## config.mk

```make
export PLATFORM = sky130hd
export DESIGN_NAME = vector3_byte_serializer
export DESIGN_NICKNAME = d
export VERILOG_FILES = /design/src/rtl/vector3_byte_serializer.sv
export SDC_FILE = /design/constraint.sdc
export NUM_CORES = 1
export LEC_CHECK = 0
export CAP_MARGIN = 20
export CELL_PAD_IN_SITES_DETAIL_PLACEMENT = 1
export CELL_PAD_IN_SITES_GLOBAL_PLACEMENT = 1
export CORE_MARGIN = 5
export CORE_UTILIZATION = 35
export DETAILED_ROUTE_END_ITERATION = 10
export MAX_ROUTING_LAYER = met4
export PLACE_DENSITY = 0.82
export SYNTH_ARGS = -nofsm -noshare
export SYNTH_HDL_FRONTEND = slang
export SYNTH_SLANG_ARGS = --single-unit
```

## constraint.sdc

```tcl
create_clock -name clk -period 2 [get_ports clk]
set_clock_uncertainty 0.1 [all_clocks]
set_input_delay 0.4 -clock clk [delete_from_list [all_inputs] [get_ports clk]]
set_output_delay 0.4 -clock clk [all_outputs]
set_load 0.02 [all_outputs]
```

## src/rtl/vector3_byte_serializer.sv

```systemverilog
// Vector3 frame serializer: takes a 4-byte frame {w,x,y,z} and emits it one byte per
// valid/ready handshake, w first; frames whose z[1:0] sync marker is not 2'b11 are dropped and counted.
module vector3_byte_serializer #(
   parameter int ERR_CNT_W = 8
) (
   input  logic                 clk,
   input  logic                 rst_n,
   input  logic                 in_valid,
   output logic                 in_ready,
   input  logic [7:0]           w,
   input  logic [7:0]           x,
   input  logic [7:0]           y,
   input  logic [7:0]           z,
   output logic                 out_valid,
   input  logic                 out_ready,
   output logic [7:0]           out_data,
   output logic [1:0]           out_idx,
   output logic                 out_last,
   output logic                 sync_err,
   output logic [ERR_CNT_W-1:0] err_count
);

   typedef enum logic {IDLE, SEND} state_t;

   state_t                 state_q, state_d;
   logic [31:0]            frame_q, frame_d;
   logic                   out_valid_q, out_valid_d;
   logic [7:0]             out_data_q, out_data_d;
   logic [1:0]             out_idx_q, out_idx_d;
   logic                   sync_err_q, sync_err_d;
   logic [ERR_CNT_W-1:0]   err_count_q, err_count_d;

   logic accept, good_marker, out_hs, last_hs;
   logic [1:0] idx_nxt;
   logic [7:0] byte_nxt;

   assign out_valid = out_valid_q;
   assign out_data  = out_data_q;
   assign out_idx   = out_idx_q;
   assign out_last  = out_valid_q & (out_idx_q == 2'd3);
   assign sync_err  = sync_err_q;
   assign err_count = err_count_q;

   assign out_hs      = out_valid_q & out_ready;
   assign last_hs     = out_hs & out_last;
   // Accepting on the last-byte handshake lets frames run back to back.
   assign in_ready    = (state_q == IDLE) | last_hs;
   assign accept      = in_valid & in_ready;
   assign good_marker = (z[1:0] == 2'b11);
   assign idx_nxt     = out_idx_q + 2'd1;

   always_comb begin
      byte_nxt = frame_q[31:24];
      case (idx_nxt)
         2'd0: byte_nxt = frame_q[31:24];
         2'd1: byte_nxt = frame_q[23:16];
         2'd2: byte_nxt = frame_q[15:8];
         2'd3: byte_nxt = frame_q[7:0];
         default: byte_nxt = frame_q[31:24];
      endcase
   end

   always_comb begin
      state_d     = state_q;
      frame_d     = frame_q;
      out_valid_d = out_valid_q;
      out_data_d  = out_data_q;
      out_idx_d   = out_idx_q;
      sync_err_d  = 1'b0;
      err_count_d = err_count_q;

      if (accept && good_marker) begin
         state_d     = SEND;
         frame_d     = {w, x, y, z};
         out_valid_d = 1'b1;
         out_idx_d   = 2'd0;
         out_data_d  = w;
      end else if (accept) begin
         // Bad marker: drop the frame; any held frame has just finished.
         state_d     = IDLE;
         out_valid_d = 1'b0;
         out_idx_d   = 2'd0;
         sync_err_d  = 1'b1;
         if (err_count_q != '1)
            err_count_d = err_count_q + 1'b1;
      end else if (last_hs) begin
         state_d     = IDLE;
         out_valid_d = 1'b0;
         out_idx_d   = 2'd0;
      end else if (out_hs) begin
         out_idx_d  = idx_nxt;
         out_data_d = byte_nxt;
      end
   end

   always_ff @(posedge clk or negedge rst_n) begin
      if (!rst_n) begin
         state_q     <= IDLE;
         frame_q     <= '0;
         out_valid_q <= 1'b0;
         out_data_q  <= '0;
         out_idx_q   <= '0;
         sync_err_q  <= 1'b0;
         err_count_q <= '0;
      end else begin
         state_q     <= state_d;
         frame_q     <= frame_d;
         out_valid_q <= out_valid_d;
         out_data_q  <= out_data_d;
         out_idx_q   <= out_idx_d;
         sync_err_q  <= sync_err_d;
         err_count_q <= err_count_d;
      end
   end

endmodule

```

### After elaboration in Yosys (flattened, before gate mapping)

Index checks and enable logic that the tools add are counted.

* flip-flop bits (word level): 52
* input bits: 36
* output and inout bits: 22
* logic and storage cells: 44

* $add $sub $neg: 2
* equal/unequal tests: 8
* multiplexer cells: 14
* bitwise operators: 7
* reductions and logical operators: 7

Operators with widths (count)
* $mux W8: 4
* $pmux W8 S4: 1
* $add A8 B1 Y8 const B: 1
* $eq A2 B2 Y1 const B: 4
* $mux W2: 4
* $ne A8 B8 Y1 const B: 1
* $reduce_and A3 Y1: 2
* $mux W1: 5
* $and A1 B1 Y1: 4
* $ne A2 B1 Y1 const B: 2
* $reduce_bool A4 Y1: 1
* $reduce_bool A3 Y1: 1
* $add A2 B1 Y2 const B: 1
* $eq A2 B1 Y1 const B: 1
* $logic_not A2 Y1: 1
* $not A1 Y1: 2
* $reduce_bool A2 Y1: 1
* $logic_and A1 B1 Y1: 1
* $or A1 B1 Y1: 1

### Longest topological paths before layout

* depth after elaboration: 8
* mapped depth: 8
* gate-level depth less buffers: 6

### Worst setup path after synthesis

OpenSTA, ideal clock, no wires.

* path kind: register to register
* start point: reg out_idx_q[0] (netlist: out_idx[0])
* end point: reg out_data_q[0] (netlist: out_data[0])
* library setup time: 0.126 ns
* data arrival time: 1.791 ns
* required time: 1.774 ns
* path slack: -0.017 ns
* stages on the path, launching flop included: 8
* path buffers: 2
* clock period less this slack: 2.017 ns
* cell sequence: dfrtp_1 > ha_1 > a21bo_2 > and4_4 > buf_6 > nor2b_1 > buf_2 > a221o_1

* longest elaborated chain between the ends: 8
* elaborated cells between the ends (all ways): 20
* classes of those cells: 1 x add/sub; 6 x eq/ne; 5 x mux; 4 x bitwise; 4 x reduce/logical

RTL lines
* start: declaration: line 29 `logic [1:0] out_idx_q, out_idx_d;`
* start signal: assignment: line 110 `out_idx_q <= out_idx_d;`
* $eq A2 B2 Y1 *: line 40 `assign out_last = out_valid_q & (out_idx_q == 2'd3);`
* $and A1 B1 Y1 *: line 40
* $and A1 B1 Y1 *: line 45 `assign last_hs = out_hs & out_last;`
* $or A1 B1 Y1 *: line 47 `assign in_ready = (state_q == IDLE) | last_hs;`
* via in_ready: line 9 `output logic in_ready,`
* $and A1 B1 Y1 *: line 48 `assign accept = in_valid & in_ready;`
* $logic_and A1 B1 Y1: line 72 `if (accept && good_marker) begin`
* $ne A2 B1 Y1 (no line) / $reduce_bool A2 Y1 (equally long branches)
* $reduce_and A3 Y1 (no line)
* end signal: assignment: line 109 `out_data_q <= out_data_d;`
* end: declaration: line 28 `logic [7:0] out_data_q, out_data_d;`

Mark *: on every way through the listed nets, which the timed path passes. The rest lies on a longest branch. The select of a mux whose other input is x is not followed.
A chain may end at the register's enable or synchronous reset.

### Worst setup path after layout

* start point: reg err_count_q[3] (netlist: err_count[3])
* end point: out err_count[3]

RTL lines
* start: declaration: line 31 `logic [ERR_CNT_W-1:0] err_count_q, err_count_d;`
* start signal: assignment: line 112 `err_count_q <= err_count_d;`
* end: declaration: line 20 `output logic [ERR_CNT_W-1:0] err_count`

No word-level cell between the ends.

==> flow_metrics.tcl <==
set metrics [dict create \
    fp.dieH_um 91.83 \
    relSlewSlack 0.6253 \
    die_area_um2 8432 \
    cpPeakStageDelay_ns 0.65 \
    yosys.area.top_type "dfrtp_1" \
    cts_tree "yes" \
    cts_buffers 5 \
    critical-path-top-delay-family "buffers and inverters" \
    power.leakage_nw 1.328 \
    use_met2 0.2282 \
    synth_area_um2 2343 \
    drive_above_1_share 0.2046 \
    outcome "completed" \
    avgRoutedWirePerCell_um 16.89 \
    grt.met3_usage 0.03764 \
    busiest_layer "met2" \
    hpwlAfterDp_mm 4.257 \
    antenna_left 0 \
    rows 29 \
    die_w_um 91.83 \
    period_share 0.9630 \
    area_growth_syn_to_layout_pct 34.97 \
    numClockSinks 52 \
    ir_worst_vdd_uv 609.2 \
    root_buffer "clkbuf_8" \
    crit_fanout 6 \
    fin_hold_ws_ns 0.3904 \
    start_util 0.3649 \
    final_core_util 0.4925 \
    min_from "frame_q[1]" \
    drt_iter0_markers 94 \
    ioPinCount 58 \
    rsz0062_at_grt "no" \
    hold_depth 1 \
    netlist_top_cells_area "dfrtp_1 56%, mux2_2 11%, a221o_1 3.4%" \
    reg2reg_to "err_count[1]" \
    coreArea_um2 6422 \
    synth.top_cell.area_share 0.5553 \
    worst_pin_slew_ns 0.5621 \
    yosysWarnings 0 \
    critPathArrivalTime_ns 1.43 \
    ys_seq_area_frac 0.5553 \
    gp_congestion 0.7832 \
    synth.distinct_cells 30 \
    drt_first_pass_iters 4 \
    worstPathCellList "clkdlybuf4s50_1" \
    io_buffers 57 \
    min_to "frame_q[1]" \
    antenna_found_initial 0 \
    track_usage 0.1493 \
    worstSetupPathType "reg -> out" \
    tns_ns 0 \
    drc 0 \
    grt_use_met1 0.1967 \
    hold_violations 0 \
    critPathBufInv 1 \
    crit_required_ns 1.50 \
    slew_violations 0 \
    cp_slowest_cell "clkdlybuf4s50_1" \
    ctsLongestPathBuffers 2 \
    synth-seq-cells 52 \
    synthFlopType "dfrtp_1" \
    overflow 0 \
    viasPerCell 5.155 \
    maxCapViolations 0 \
    fmax_mhz 519.2 \
    worstSkewPairLatency_ns 0.31 \
    grt_pass1_wl_mm 9.756 \
    synth_edf_count 0 \
    htree_levels 2 \
    synth_common_cells "52 x dfrtp_1, 23 x mux2_2, 14 x nand2_1, 12 x inv_1, 10 x o21ai_0" \
    syn_area_per_cell_um2 12.14 \
    syn_nets 235 \
    cp-end-kind "output pin" \
    diodes 0 \
    grt_pass1_vias 1987 \
    rr_startpoint "out_idx[1]" \
    yosys.cell_count.top_type "dfrtp_1" \
    reg2regPathDepth 5 \
    power_density_nw_per_um2 1385 \
    final_nets 300 \
    routed_wl_mm 5.675 \
    synth_cells 193 \
    grt_max_degree 27 \
    rrSetupSlack_ns 0.17 \
    hold_path_class "reg -> reg" \
    total_power_w 0.004381 \
    final-setup-viol-count 0 \
    startpoint_type "register" \
    async_reset_ff_frac 1.000 \
    vias 1732 \
    clk_pin_slew_ns 0.09 \
    finalCriticalPeriod_ns 1.926 \
]
-- state kept, by name, summed over array words and instances, names as in the netlist --
name	count
out_idx	2
out_valid	1
frame_q	32
sync_err	1
out_data	8
err_count	8
-- cells in the final DEF (no fill, tap or decap), types with 7 or more instances in the layout --
cell	instances
o21ai_0	10
a21oi_1	9
a221o_1	8
inv_1	12
buf_4	9
mux2_2	23
a22oi_1	8
nand2_1	14
a221oi_1	8
xor2_1	7
clkdlybuf4s50_1	54
dfrtp_1	51
-- routing by layer --
metal / vias to the layer above / wire, um
met2: 44 / 2591
met4: 0 / 42
li1: 819 / -
met1: 863 / 2735
met5: - / 0
met3: 6 / 305
-- kinds of logic (layout without fill, tap and decap cells) --
group | after synthesis | in the layout | share of synthesized area
adder cells (fa/ha/maj) | 6 | 6 | 0.03203
AO/OA/AOI/OAI | 46 | 46 | 0.1410
XOR/XNOR | 7 | 7 | 0.02616
buffers and inverters | 24 | 90 | 0.05552
multiplexers | 23 | 23 | 0.1105
AND/OR/NAND/NOR | 35 | 35 | 0.07955
flip-flops | 52 | 52 | 0.5553
-- area by class of cell --
cell class                      count  area [um^2]
Sequential cell                    52         1303
Inverter                           12        45.04
Multi-Input combinational cell    117        925.9
Tap cell                           77        96.34
Fill cell                         702         3259
Clock buffer                        8        90.09
Timing Repair Buffer               70        703.2
-- power breakdown --
part           internal (W)  switching [W]  total, W
registers           0.00153       0.000288   0.00182
logic              0.000991       0.000941   0.00193
clock network      0.000283       0.000343  0.000626
total               0.00281        0.00157   0.00438
-- repair_timing --
item	CTS	global route
endpoints found under the setup margin	2	5
buffers inserted	0	0
gates resized for setup	4	4
hold endpoints to repair	20	0
hold buffers	1	0
-- through the flow --
step	area, um^2	std cells	setup WS (ns)
2_1_floorplan	2345	193	0.001913
3_3_place_gp	3049	327	-0.1466
3_5_place_dp	3049	327	-0.1603
4_1_cts	3149	336	0.02471
5_1_grt	3163	336	0.006742
6_report	3163	336	0.07392
-- worst max-delay path by stage --
stage / startpoint / endpoint / slack [ns] / depth (start not counted)
2_1_floorplan: out_idx[1] / out_data[0] / 0.002 / 7
3_3_place_gp: out_ready / in_ready / -0.15 / 3
3_5_place_dp: out_ready / in_ready / -0.16 / 3
4_1_cts: out_idx[0] / in_ready / 0.02 / 3
5_1_grt: err_count[4] / err_count[4] / 0.007 / 1
6_report: err_count[3] / err_count[3] / 0.07 / 1
Power figures use the tool's default switching activity.
